### src/rtl/miner_csr_array.sv
// miner_csr_array: Avalon-MM slave CSR block in front of NUM_CORES SHA-256 miner cores.
// Holds the header/target/nonce-base words, pulses start/abort to the cores, latches the
// first winning nonce, and keeps sticky W1C status, a RUN cycle counter and a level irq.
// Ports:
//   clk, reset_n                    clock, async active-low reset
//   slave_address/writedata/write/read/chipselect, slave_readdata   Avalon-MM slave
//   irq                             level interrupt, irq_en & (done | found)
//   core_start, core_abort          1-cycle pulses to all cores
//   core_header, core_target        configured words, word0 in LSBs
//   core_nonce_base                 starting nonce (core i starts at base+i)
//   core_done, core_found, core_nonce   per-core status and winning nonce
module miner_csr_array #(
  parameter int unsigned ADDRW     = 6,
  parameter int unsigned DATAW     = 32,
  parameter int unsigned NUM_CORES = 4,
  parameter int unsigned HDR_WORDS = 19,
  parameter int unsigned TGT_WORDS = 8
) (
  input  logic                       clk,
  input  logic                       reset_n,
  input  logic [ADDRW-1:0]           slave_address,
  input  logic [DATAW-1:0]           slave_writedata,
  input  logic                       slave_write,
  input  logic                       slave_read,
  input  logic                       slave_chipselect,
  output logic [DATAW-1:0]           slave_readdata,
  output logic                       irq,
  output logic                       core_start,
  output logic                       core_abort,
  output logic [HDR_WORDS*DATAW-1:0] core_header,
  output logic [TGT_WORDS*DATAW-1:0] core_target,
  output logic [DATAW-1:0]           core_nonce_base,
  input  logic [NUM_CORES-1:0]       core_done,
  input  logic [NUM_CORES-1:0]       core_found,
  input  logic [NUM_CORES*DATAW-1:0] core_nonce
);

  localparam int unsigned A_CTRL     = 0;
  localparam int unsigned A_STATUS   = 1;
  localparam int unsigned A_NONCE    = 2;
  localparam int unsigned A_CORE     = 3;
  localparam int unsigned A_BASE     = 4;
  localparam int unsigned A_CYCLES   = 5;
  localparam int unsigned HDR_BASE   = 32;
  localparam int unsigned TGT_BASE   = 56;
  localparam int unsigned CORE_IDXW  = 4;

  typedef enum logic [1:0] {
    ST_IDLE = 2'd0,
    ST_RUN  = 2'd1,
    ST_DONE = 2'd2
  } state_e;

  state_e                 state_q, state_d;
  logic                   start_q, start_d;
  logic                   abort_q, abort_d;
  logic                   irq_en_q, irq_en_d;
  logic                   done_q, done_d;
  logic                   found_q, found_d;
  logic                   irq_q, irq_d;
  logic [DATAW-1:0]       nonce_found_q, nonce_found_d;
  logic [CORE_IDXW-1:0]   found_core_q, found_core_d;
  logic [DATAW-1:0]       nonce_base_q, nonce_base_d;
  logic [DATAW-1:0]       run_cycles_q, run_cycles_d;
  logic [DATAW-1:0]       readdata_q, readdata_d;
  logic [DATAW-1:0]       hdr_q [HDR_WORDS];
  logic [DATAW-1:0]       hdr_d [HDR_WORDS];
  logic [DATAW-1:0]       tgt_q [TGT_WORDS];
  logic [DATAW-1:0]       tgt_d [TGT_WORDS];

  logic [31:0]            addr_u;
  logic                   wr_c, rd_c, wr_ctrl_c, wr_status_c;
  logic                   any_found_c, all_done_c;
  logic [CORE_IDXW-1:0]   win_idx_c;
  logic [DATAW-1:0]       win_nonce_c;
  logic [DATAW-1:0]       rdata_c;

  // Bus decode; a simultaneous write suppresses the read
  always_comb begin
    addr_u      = 32'(slave_address);
    wr_c        = slave_chipselect & slave_write;
    rd_c        = slave_chipselect & slave_read & ~slave_write;
    wr_ctrl_c   = wr_c & (addr_u == A_CTRL);
    wr_status_c = wr_c & (addr_u == A_STATUS);
  end

  // Winner select: scan high to low so the lowest index found core is kept
  always_comb begin
    any_found_c = |core_found;
    all_done_c  = &core_done;
    win_idx_c   = '0;
    win_nonce_c = '0;
    for (int i = int'(NUM_CORES) - 1; i >= 0; i--) begin
      if (core_found[i]) begin
        win_idx_c   = CORE_IDXW'(i);
        win_nonce_c = core_nonce[i*DATAW +: DATAW];
      end
    end
  end

  // Read mux
  always_comb begin
    rdata_c = '0;
    case (addr_u)
      A_CTRL:   rdata_c = DATAW'({irq_en_q, 2'b00});
      A_STATUS: rdata_c = DATAW'({found_q, done_q, (state_q == ST_RUN)});
      A_NONCE:  rdata_c = nonce_found_q;
      A_CORE:   rdata_c = DATAW'(found_core_q);
      A_BASE:   rdata_c = nonce_base_q;
      A_CYCLES: rdata_c = run_cycles_q;
      default: begin
        for (int unsigned i = 0; i < HDR_WORDS; i++)
          if (addr_u == HDR_BASE + i) rdata_c = hdr_q[i];
        for (int unsigned i = 0; i < TGT_WORDS; i++)
          if (addr_u == TGT_BASE + i) rdata_c = tgt_q[i];
      end
    endcase
  end

  // Next-state and register update logic
  always_comb begin
    state_d       = state_q;
    start_d       = 1'b0;
    abort_d       = 1'b0;
    irq_en_d      = irq_en_q;
    done_d        = done_q;
    found_d       = found_q;
    nonce_found_d = nonce_found_q;
    found_core_d  = found_core_q;
    nonce_base_d  = nonce_base_q;
    run_cycles_d  = run_cycles_q;
    readdata_d    = readdata_q;
    hdr_d         = hdr_q;
    tgt_d         = tgt_q;
    irq_d         = irq_en_q & (done_q | found_q);

    if (state_q == ST_RUN && run_cycles_q != '1) run_cycles_d = run_cycles_q + 1'b1;

    // W1C applied before hardware sets below so a coincident set wins
    if (wr_status_c) begin
      if (slave_writedata[1]) done_d  = 1'b0;
      if (slave_writedata[2]) found_d = 1'b0;
    end
    if (wr_ctrl_c) irq_en_d = slave_writedata[2];

    // Job configuration is frozen while the cores are running
    if (wr_c && state_q != ST_RUN) begin
      if (addr_u == A_BASE) nonce_base_d = slave_writedata;
      for (int unsigned i = 0; i < HDR_WORDS; i++)
        if (addr_u == HDR_BASE + i) hdr_d[i] = slave_writedata;
      for (int unsigned i = 0; i < TGT_WORDS; i++)
        if (addr_u == TGT_BASE + i) tgt_d[i] = slave_writedata;
    end

    case (state_q)
      ST_IDLE, ST_DONE: begin
        if (wr_ctrl_c && slave_writedata[0]) begin
          state_d       = ST_RUN;
          start_d       = 1'b1;
          done_d        = 1'b0;
          found_d       = 1'b0;
          nonce_found_d = '0;
          found_core_d  = '0;
          run_cycles_d  = '0;
        end
      end
      ST_RUN: begin
        if (wr_ctrl_c && slave_writedata[1]) begin
          state_d = ST_IDLE;
          abort_d = 1'b1;
        end else if (any_found_c || all_done_c) begin
          state_d = ST_DONE;
          done_d  = 1'b1;
          if (any_found_c) begin
            found_d       = 1'b1;
            nonce_found_d = win_nonce_c;
            found_core_d  = win_idx_c;
          end
        end
      end
      default: state_d = ST_IDLE;
    endcase

    if (rd_c) readdata_d = rdata_c;
  end

  // State and register bank
  always_ff @(posedge clk or negedge reset_n) begin
    if (!reset_n) begin
      state_q       <= ST_IDLE;
      start_q       <= 1'b0;
      abort_q       <= 1'b0;
      irq_en_q      <= 1'b0;
      done_q        <= 1'b0;
      found_q       <= 1'b0;
      irq_q         <= 1'b0;
      nonce_found_q <= '0;
      found_core_q  <= '0;
      nonce_base_q  <= '0;
      run_cycles_q  <= '0;
      readdata_q    <= '0;
      for (int unsigned i = 0; i < HDR_WORDS; i++) hdr_q[i] <= '0;
      for (int unsigned i = 0; i < TGT_WORDS; i++) tgt_q[i] <= '0;
    end else begin
      state_q       <= state_d;
      start_q       <= start_d;
      abort_q       <= abort_d;
      irq_en_q      <= irq_en_d;
      done_q        <= done_d;
      found_q       <= found_d;
      irq_q         <= irq_d;
      nonce_found_q <= nonce_found_d;
      found_core_q  <= found_core_d;
      nonce_base_q  <= nonce_base_d;
      run_cycles_q  <= run_cycles_d;
      readdata_q    <= readdata_d;
      hdr_q         <= hdr_d;
      tgt_q         <= tgt_d;
    end
  end

  // Output wiring from registers
  always_comb begin
    slave_readdata  = readdata_q;
    irq             = irq_q;
    core_start      = start_q;
    core_abort      = abort_q;
    core_nonce_base = nonce_base_q;
    for (int unsigned i = 0; i < HDR_WORDS; i++) core_header[i*DATAW +: DATAW] = hdr_q[i];
    for (int unsigned i = 0; i < TGT_WORDS; i++) core_target[i*DATAW +: DATAW] = tgt_q[i];
  end

endmodule

### config.mk
export PLATFORM = sky130hd
export DESIGN_NAME = miner_csr_array
export DESIGN_NICKNAME = d
export VERILOG_FILES = /design/src/rtl/miner_csr_array.sv
export SDC_FILE = /design/constraint.sdc
export NUM_CORES = 1
export LEC_CHECK = 0
export ABC_AREA = 1
export CORE_AREA = 2 2 426 428
export CTS_CLUSTER_DIAMETER = 120
export DETAILED_ROUTE_END_ITERATION = 10
export DIE_AREA = 0 0 428 430
export SETUP_SLACK_MARGIN = 0.2
export SLEW_MARGIN = 30
export SYNTH_ARGS = -nofsm -noshare
export SYNTH_HDL_FRONTEND = slang
export SYNTH_SLANG_ARGS = --single-unit
export TNS_END_PERCENT = 5
### constraint.sdc
create_clock -name clk -period 2.4 [get_ports clk]
set_input_delay 0.48 -clock clk [delete_from_list [all_inputs] [get_ports clk]]
set_output_delay 0.48 -clock clk [all_outputs]
set_load 0.05 [all_outputs]
# Word-level counts from Yosys, hierarchy flattened
# Cells that the tools add are included.
# totals
output_inout_bits	931
in_bits	179
ramBits	0
n_memories	0
mem_bits_ro	0
regBits	1004
word_cells	201
latch_bits	0
# op_classes
shift	0
n_eq_ne	41
add_sub_neg	1
mux	70
div	0
mul	0
bitwise_logic	8
n_reduce_logical	42
n_lt_le_gt_ge	0
# ops
operator	n
$mux W32	38
$pmux W32 S6	1
$eq A6 B6 Y1 const B	27
$pmux W32 S2	1
$reduce_and A2 Y1	29
$add A32 B1 Y32 const B	1
$logic_not A32 Y1	1
$ne A32 B32 Y1 const B	1
$mux W4	7
$mux W1	15
$eq A6 B2 Y1 const B	2
$eq A6 B3 Y1 const B	2
$mux W2	4
$pmux W4 S2	1
$and A1 B1 Y1	6
$eq A6 B1 Y1 const B	1
$logic_not A6 Y1	1
$ne A2 B2 Y1 const B	3
$reduce_and A5 Y1	1
$logic_and A1 B1 Y1	4
$ne A2 B1 Y1 const B	2
$pmux W1 S2	2
$pmux W2 S2	1
$reduce_and A4 Y1	1
10 further kinds	10

# Longest topological paths before layout
# Gate-level depths: netlist of run 1.
# depth
ltp_word	29
mapped_depth	22
depth_no_buf	22

# Least setup slack after synthesis of run 1
# No wires, ideal clock.
# synth_timing
path_kind	register -> register
from	reg run_cycles_q[0]
to	reg run_cycles_q[29]
required_time_ns	2.280
synth_period_minus_slack_ns	2.345
setup_slack_ns	0.055
arrival_ns	2.226
n_path_buf	0
setup_time_ns	0.120
path_stages_with_launch	18
path_cell_list	dfrtp_1 -> ha_1 -> inv_1 -> nor3_2 -> nand3_1 -> nor4_1 -> nand4_1 -> nand2_2 -> nor3_2 -> nand3_1 -> or2_4 -> nor2_2 -> nand3_2 -> nor2_4 -> nand2_2 -> nor2_1 -> nand3_1 -> and3_1
# synth_between
elab_chain_len	5
word_cells_on_any_way	6
classes_between	1 x add/sub; 1 x eq/ne; 3 x mux; 1 x reduce/logical
# synth_rtl
item	line	source
start: declaration	64	logic [DATAW-1:0] run_cycles_q, run_cycles_d;
start signal: assignment	215	run_cycles_q <= run_cycles_d;
branches (longest 2 deep; another with $add A32 B1 Y32)	n/a	
$mux W32 *	137	if (state_q == ST_RUN && run_cycles_q != '1) run_cycles_d = run_cycles_q + 1'b1;
$mux W32	157	if (wr_ctrl_c && slave_writedata[0]) begin
$mux W32 *	155	case (state_q)
via run_cycles_d[29]	64	
# Mark *: on every way through the listed nets, which the timed path passes.
# A chain may end at the register's enable or synchronous reset.

# Final worst setup path of run 1
# layout_timing
from	reg hdr_q (netlist bit core_header[0])
to	reg readdata_q[0], in the netlist slave_readdata[0]
# layout_between
elab_chain_len	28
# layout_rtl
item	line	source
start: declaration	66	logic [DATAW-1:0] hdr_q [HDR_WORDS];
start signal: assignment	217	hdr_q <= hdr_d;
$mux W32 (19 in a row)	113	if (addr_u == HDR_BASE + i) rdata_c = hdr_q[i];
$mux W32 (8 in a row)	115	if (addr_u == TGT_BASE + i) rdata_c = tgt_q[i];
$pmux W32 S6	104	case (addr_u)
end signal: assignment	216	readdata_q <= readdata_d;
end: declaration	65	logic [DATAW-1:0] readdata_q, readdata_d;
# No other way between the ends.

==> run metrics, run 1 <==
HPWL after DPL roughly 220 mm; maximum capacitance violations 0; Synthesized Nets 5739; fillcell total 18.2k; Total Power Consumption 55.0 mW; synthesized area per cell 8.11 sq um; shortest period the worst path allows 3270 ps; violations in the final reports negative setup slack; CTS root buf sky130_fd_sc_hd__clkbuf_16; Leakage Power 32.5 nW; run status complete, but fails checks; synthesis-to-layout area growth 54.9%; Slew headroom 42.1%; top flip-flop cell by instance count after synthesis sky130_fd_sc_hd__dfrtp_1; Post-synth ARST share 100%; power density cells 788 mW/mm^2; Achievable Freq 306 MHz; maximum clock path buffer count 3; via count of the first global-routing pass roughly 48k; Worst Skew between 40 and 50 ps; CP Max Fanout 2; slew at the pin with the worst max-slew slack 862 ps; Inserted Clock Buffers 116; worst min-delay path category input port to async pin; unique cell type count in the Yosys netlist 41; total via count in the routed design 49.4k; count of routing violations after the opening detailed-route iteration 5480; buffers added on ports 1109; clock slew at reported path FFs 60 ps; number of standard cells after synthesis about 5.6k; capture point of the worst reg-to-reg path slave_readdata[0]; layout cell share with drive strength beyond 1 26.4%; Worst setup SP type register; data required time of the worst path around 3100 ps; summed negative setup slack over all endpoints -60870 ps; WL per Instance between 20 and 30 microns; remaining global-route overflow 0; net count reported at finish 7506; wire length of the first global-routing pass roughly 390 mm; slowest cell on the critical path sky130_fd_sc_hd__dfrtp_1; total routed wirelength roughly 280 mm; Clock Sink Count 1002; Largest stage delay, worst path 420 ps; Final Cycle Share 136%; antenna violations before repair 27; overall fraction of global-route tracks in use 30.1%; cell depth of the worst flop-to-flop path 20; Post-synth EDFFs 0; floorplan core area 0.180 sq mm; footprint of the flip-flops and latches 0.0251 sq mm; number of H-tree levels 3; Hold Fails Final Rpt 0; Worst-Skew Late Latency 790 ps; number of synthesized register bits 1002; worst supply voltage drop on vdd 588 uV; Yosys warnings 0; clock tree from TritonCTS yes; drt first pass iters 6; Worst path most repeated cell sky130_fd_sc_hd__nand4_1; count of antenna-violating nets left after detailed routing 0; setup slack of the most critical reg-to-reg path -870 ps; die span in y 430 microns; initial cell density of the core 25.1%; source of the worst register-to-register timing path core_header[0]; RD Place Congestion around 0.96; largest net degree at the start of global routing 102; area used by multi-input combinational logic 0.0183 sq mm; Finished Core Util just under 40%; Die Wd 428 microns; worst setup path category register to register; I/O pin cnt 1110; critical path arrival about 3900 ps; number of core rows 156; total standard cell area after synthesis 0.0451 sq mm; number of slew-limit violations in the final report 0; number of vias per cell a little over 5; smallest setup slack after layout -870 ps; Critical Path Sink Type register; RSZ-0062 raised after global routing yes; DRC violation count after routing 0; portion of the post-synthesis area used by sequential elements 55.6%; worst setup path startpoint core_header[0]; die footprint about 0.18 sq mm; series of cell instances along the critical path nand4_1 > nand2_1 > nor2_1 > buf_4 > nand4_1 > buf_6 > nand2_2 > nand4_1 > nor2_1 > nand4_1 > nor2_1 > buf_4 > nand4_1 > nor2_1 > nand4_1 > buf_4 > nor2_4 > nand4_1 > nand2_1 > a21oi_1; final setup vio count 486
## registers in the layout, summed over array words and instances, names as in the netlist
register / count
core_header: 608
core_target: 256
core_nonce_base: 32
nonce_found_q: 32
run_cycles_q: 32
slave_readdata: 32
found_core_q: 2
state_q: 2
core_abort: 1
core_start: 1
done_q: 1
found_q: 1
irq: 1
irq_en_q: 1
## report_power, final
group / switching (mW) / leakage (nW) / internal, mW
combinational: 10.5 / 17.0 / 4.72
clock: 7.89 / 2.01 / 11.2
sequential: 1.84 / 13.4 / 18.8
## cells in the final DEF (no fill, tap or decap), drive strengths merged, types with 2 or more instances in the layout
| master | count |
|---|---|
| nand4 | 210 |
| or2 | 70 |
| a221oi | 7 |
| nand3 | 102 |
| nand2 | 1790 |
| xor2 | 18 |
| buf | 1196 |
| inv | 354 |
| o221ai | 32 |
| a21oi | 82 |
| a31oi | 2 |
| clkinvlp | 5 |
| o22ai | 17 |
| o21ai | 917 |
| clkinv | 28 |
| nor3 | 22 |
| o211ai | 3 |
| and3 | 3 |
| a22oi | 2 |
| o21a | 2 |
| nor2 | 472 |
| a2111oi | 2 |
| bufinv | 11 |
| dfrtp | 1002 |
| clkbuf | 380 |
| clkdlybuf4s50 | 618 |
| a31o | 30 |
| nor4 | 9 |
| diode | 7 |
| a211oi | 26 |
## worst max-delay path: cells and delay by family, from the launching register on
kind / cells / cell delay (ps)
DFF: 1 / 420
and+or+nand+nor: 15 / 1930
buffers and inverters: 4 / 710
AOI/OAI and AO/OA: 1 / 80
## worst max-delay path by stage
stage | endpoint | depth (start not counted) | slack [ps]
2_1_floorplan | run_cycles_q[29] | 17 | 130
3_3_place_gp | slave_readdata[4] | 26 | -2120
3_5_place_dp | slave_readdata[4] | 26 | -2250
4_1_cts | slave_readdata[0] | 20 | -870
5_1_grt | slave_readdata[0] | 20 | -920
6_report | slave_readdata[0] | 20 | -870
## per-layer routing
metal / vias to the layer above / GRT usage (%) / wire length [microns]
met4: 16 / 20.2 / 23200
met2: 2639 / 47.5 / 129000
met1: 24300 / 35.3 / 105000
met3: 681 / 9.09 / 27200
li1: 21700 / - / -
met5: - / 0 / 94
## cell families (layout without fill, tap and decap cells)
| logic type | after synthesis | in the layout | synth area share, % |
|---|---|---|---|
| buffers and inverters | 735 | 2596 | 6.22 |
| AO/OA/AOI/OAI | 1124 | 1124 | 13.3 |
| other | 0 | 7 | 0 |
| XOR/XNOR | 19 | 19 | 0.369 |
| adder cells (fa/ha/maj) | 1 | 1 | 0.0277 |
| AND/OR/NAND/NOR | 2678 | 2678 | 24.5 |
| flip-flops | 1002 | 1002 | 55.6 |
## cell type report
cell class | count | area share [%]
Tap cell | 2370 | 4.25
Clock buffer | 168 | 4.98
Clock inverter | 44 | 0.847
Antenna cell | 7 | 0.0251
Inverter | 354 | 1.91
Multi-Input combinational cell | 3822 | 26.2
Sequential cell | 1002 | 35.9
Timing Repair Buffer | 2030 | 25.9
## what timing repair did
item	CTS	global route
buffers inserted	17	19
hold buffers	1	0
pin swaps	146	154
gates cloned	1	0
gates resized for setup	628	513
endpoints found under the setup margin	829	1226
endpoints found under the hold margin	97	0
## stage by stage
stage / instances / instance area (sq um) / hold WS, ps / setup slack [ps]
after floorplan: 5559 / 45100 / 184 / 126
after global placement: 9540 / 65800 / 424 / -2120
after detailed placement: 9540 / 65800 / 423 / -2250
after CTS: 9771 / 70400 / 159 / -870
after global routing: 9791 / 69800 / 184 / -918
final: 9797 / 69800 / 203 / -870
## Yosys cell counts (9+ instances only)
cell type / number / area share [%]
sky130_fd_sc_hd__a211oi_1: 26 / 0.43
sky130_fd_sc_hd__a21oi_1: 82 / 0.91
sky130_fd_sc_hd__a31o_2: 30 / 0.58
sky130_fd_sc_hd__buf_2: 36 / 0.40
sky130_fd_sc_hd__clkbuf_1: 340 / 2.8
sky130_fd_sc_hd__dfrtp_1: 1002 / 56
sky130_fd_sc_hd__inv_1: 345 / 2.9
sky130_fd_sc_hd__nand2_1: 1786 / 15
sky130_fd_sc_hd__nand3_1: 99 / 1.1
sky130_fd_sc_hd__nand4_1: 210 / 2.9
sky130_fd_sc_hd__nor2_1: 462 / 3.8
sky130_fd_sc_hd__nor3_1: 17 / 0.19
sky130_fd_sc_hd__nor4_1: 9 / 0.12
sky130_fd_sc_hd__o21ai_0: 909 / 10
sky130_fd_sc_hd__o221ai_1: 32 / 0.62
sky130_fd_sc_hd__o22ai_1: 17 / 0.24
sky130_fd_sc_hd__or2_0: 19 / 0.26
sky130_fd_sc_hd__or2_1: 10 / 0.14
sky130_fd_sc_hd__or2_2: 40 / 0.56
sky130_fd_sc_hd__xor2_1: 18 / 0.35
(Power assumes the default switching activity.)
==> run 2, diff against run 1 <==
==> constraint.sdc (replaced) <==
create_clock -name clk -period 2.8 [get_ports clk]
set_input_delay 0.56 -clock clk [delete_from_list [all_inputs] [get_ports clk]]
set_output_delay 0.56 -clock clk [all_outputs]
set_load 0.05 [all_outputs]
==> run 2 against run 1 <==
  * The flow still finishes with violations (negative setup slack)
  * First-iteration DRC count increased by 0.93%
  * Final cell count decreased by 2.3%
  * Setup slack improved by 240 ps
  * Die area unchanged
  * Via count decreased by 1.5%
  * Sequential share of layout area decreased by 0.31 points
  * Hold slack improved by 170 ps
  * Critical path type unchanged
  * Critical endpoint unchanged
==> run metrics, run 2 (same netlist as run 1, synthesis figures left out) <==
shortest period the worst path allows 3430 ps (+155 ps); violations in the final reports negative setup slack; Largest stage delay, worst path 430 ps (about the same); capture point of the worst reg-to-reg path slave_readdata[0]; kind of cell with the highest combined delay on the critical path simple AND/OR/NAND/NOR gates; number of H-tree levels 3 (unchanged); die span in y 430 microns (unchanged); antenna violations before repair 29 (+7.4%); I/O pin cnt 1110 (unchanged); number of core rows 156 (unchanged); HPWL after DPL 218 mm (-1.3%); Total Power Consumption 46.1 mW (-16%); number of flip-flops in the largest register 608 (unchanged); count of antenna-violating nets left after detailed routing 0 (unchanged); smallest setup slack after layout -625 ps (+245 ps); most common cell after layout, fill and taps aside sky130_fd_sc_hd__nand2_1; final setup vio count 22 (-95%); Achievable Freq 292 MHz (-4.5%); power density cells 654 mW/mm^2 (-17%); worst supply voltage drop on vdd 486 uV (-17%); Critical Path Sink Type register; Slew headroom 43.9% (+1.8 points); data required time of the worst path 3450 ps (+380 ps); Finished Core Util 39.2% (+0.34 points); critical path arrival 4080 ps (+150 ps); source of the worst register-to-register timing path core_header[32]; layout cell share with drive strength beyond 1 17.9% (-8.5 points); post-placement cell count 9313 (-2.4%); Clock Sink Count 1002 (unchanged); worst setup path category register to register; RSZ-0062 raised after global routing yes; total routed wirelength 283 mm (-0.61%); buffers added on ports 1109 (unchanged); Leakage Power 39.3 nW (+21%); maximum clock path buffer count 3 (unchanged); number of standard cells in the layout, taps in and fillers out 9573 (-2.3%); Worst path most repeated cell sky130_fd_sc_hd__nand4_1; Inserted Clock Buffers 114 (-1.7%); worst setup path startpoint core_header[32]; summed negative setup slack over all endpoints -4410 ps (+56470 ps); Worst-Skew Late Latency 780 ps (about the same); die footprint 0.184 sq mm (unchanged); Final Cycle Share 122% (-14 points); largest net degree at the start of global routing 96 (-5.9%); CTS root buf sky130_fd_sc_hd__clkbuf_16; clock slew at reported path FFs 60 ps (about the same); WP buf/inv 3 (-1); Hold Fails Final Rpt 0 (unchanged); wire length of the first global-routing pass 382 mm (-1.5%); number of vias per cell 5.08 (+0.79%); overall fraction of global-route tracks in use 29.7% (-0.37 points); total via count in the routed design 48.6k (-1.5%); floorplan core area 0.180 sq mm (unchanged); worst min-delay path category input port to async pin; remaining global-route overflow 0 (unchanged); DRC violation count after routing 0 (unchanged); synthesis-to-layout area growth 56.3%; setup slack of the most critical reg-to-reg path -630 ps (+240 ps); Worst setup SP type register; cell depth of the worst flop-to-flop path 19 (-5.0%); RD Place Congestion 0.982 (+1.8%); slowest cell on the critical path sky130_fd_sc_hd__dfrtp_1; clock tree from TritonCTS yes; drt first pass iters 6 (unchanged); via count of the first global-routing pass 46.7k (-1.9%); slew at the pin with the worst max-slew slack 841 ps (-20.8 ps); Worst Skew 38.0 ps (-3.91 ps); net count reported at finish 7276 (-3.1%); initial cell density of the core 25.1% (unchanged); number of slew-limit violations in the final report 0 (unchanged); worst hold-check slack 373 ps (+170 ps); run status complete, but fails checks; maximum capacitance violations 0 (unchanged); count of routing violations after the opening detailed-route iteration 5531 (+0.93%); CP Max Fanout 2 (unchanged); series of cell instances along the critical path nand3_1 > nand2_1 > nor2_2 > nand4_1 > buf_6 > nand2_2 > nand4_1 > nor2_1 > nand4_1 > nor2_2 > buf_6 > nand4_1 > nor2_2 > nand4_1 > buf_6 > nor2_4 > nand4_1 > nand2_1 > a21oi_2; Die Wd 428 microns (unchanged); commonest non-fill, non-tap cells in the layout sky130_fd_sc_hd__nand2_1 (1703), sky130_fd_sc_hd__dfrtp_1 (996), sky130_fd_sc_hd__o21ai_0 (908); WL per Instance 29.6 microns (+1.7%)
[run 2: cell count changes in the layout (fill, tap and decap cells not counted), sizes merged, moves of 7 or more]
cell           before  now
clkdlybuf4s50     618  358
clkinv             28   41
clkbuf            380  161
dlygate4sd2         0  228
buf              1196  744
inv               354  347
dlymetal6s2s        1  471
[run 2: power by group]
part	switching [mW]	leakage [nW]	internal (mW)	total (mW)
Clock	6.70	1.89	9.04	15.7
Combinational	8.73	24.0	3.77	12.5
Sequential	1.69	13.4	16.1	17.8
Total	17.1	39.3	28.9	46.1
[run 2: what timing repair did]
| item | 4_1_cts | 5_1_grt |
|---|---|---|
| cloned | 3 | 0 |
| setup buffers | 21 | 12 |
| resized for setup | 523 | 524 |
| hold endpoints to repair | 27 | 0 |
| hold buffers | 1 | 0 |
| setup endpoints to repair | 844 | 544 |
| pin swaps | 186 | 180 |
[run 2: how the worst max path moves through the flow]
stage	cells past startpoint	end	slack (ps)
global route	19	slave_readdata[0]	-620
detailed placement	25	slave_readdata[0]	-2270
CTS	19	slave_readdata[0]	-630
global placement	25	slave_readdata[0]	-2290
floorplan	17	run_cycles_q[29]	450
finish	19	slave_readdata[0]	-630
[run 2: cell type report]
type                            instances  area [sq um]
Antenna cell                           10          25.0
Clock buffer                          161          3310
Clock inverter                         52           532
Fill cell                           18100        109000
Inverter                              354          1330
Multi-Input combinational cell       3822         18300
Sequential cell                      1002         25100
Tap cell                             2370          2970
Timing Repair Buffer                 1802         18900
[run 2: stage by stage]
stage / setup WS [ps] / area, sq um
6_report: -625 / 70500
5_1_grt: -620 / 70400
4_1_cts: -627 / 69000
3_5_place_dp: -2270 / 64200
3_3_place_gp: -2290 / 64200
2_1_floorplan: 455 / 45100
[run 2: per-layer routing]
metal / GRT usage (%) / wire length (microns) / part of all wire [%] / vias up
met2: 47.8 / 130000 / 46 / 2790
met5: 0 / 70 / 0.025 / -
met1: 35.5 / 106000 / 37 / 23900
li1: - / - / - / 21200
met3: 7.71 / 26100 / 9.2 / 672
met4: 18.5 / 20500 / 7.3 / 10
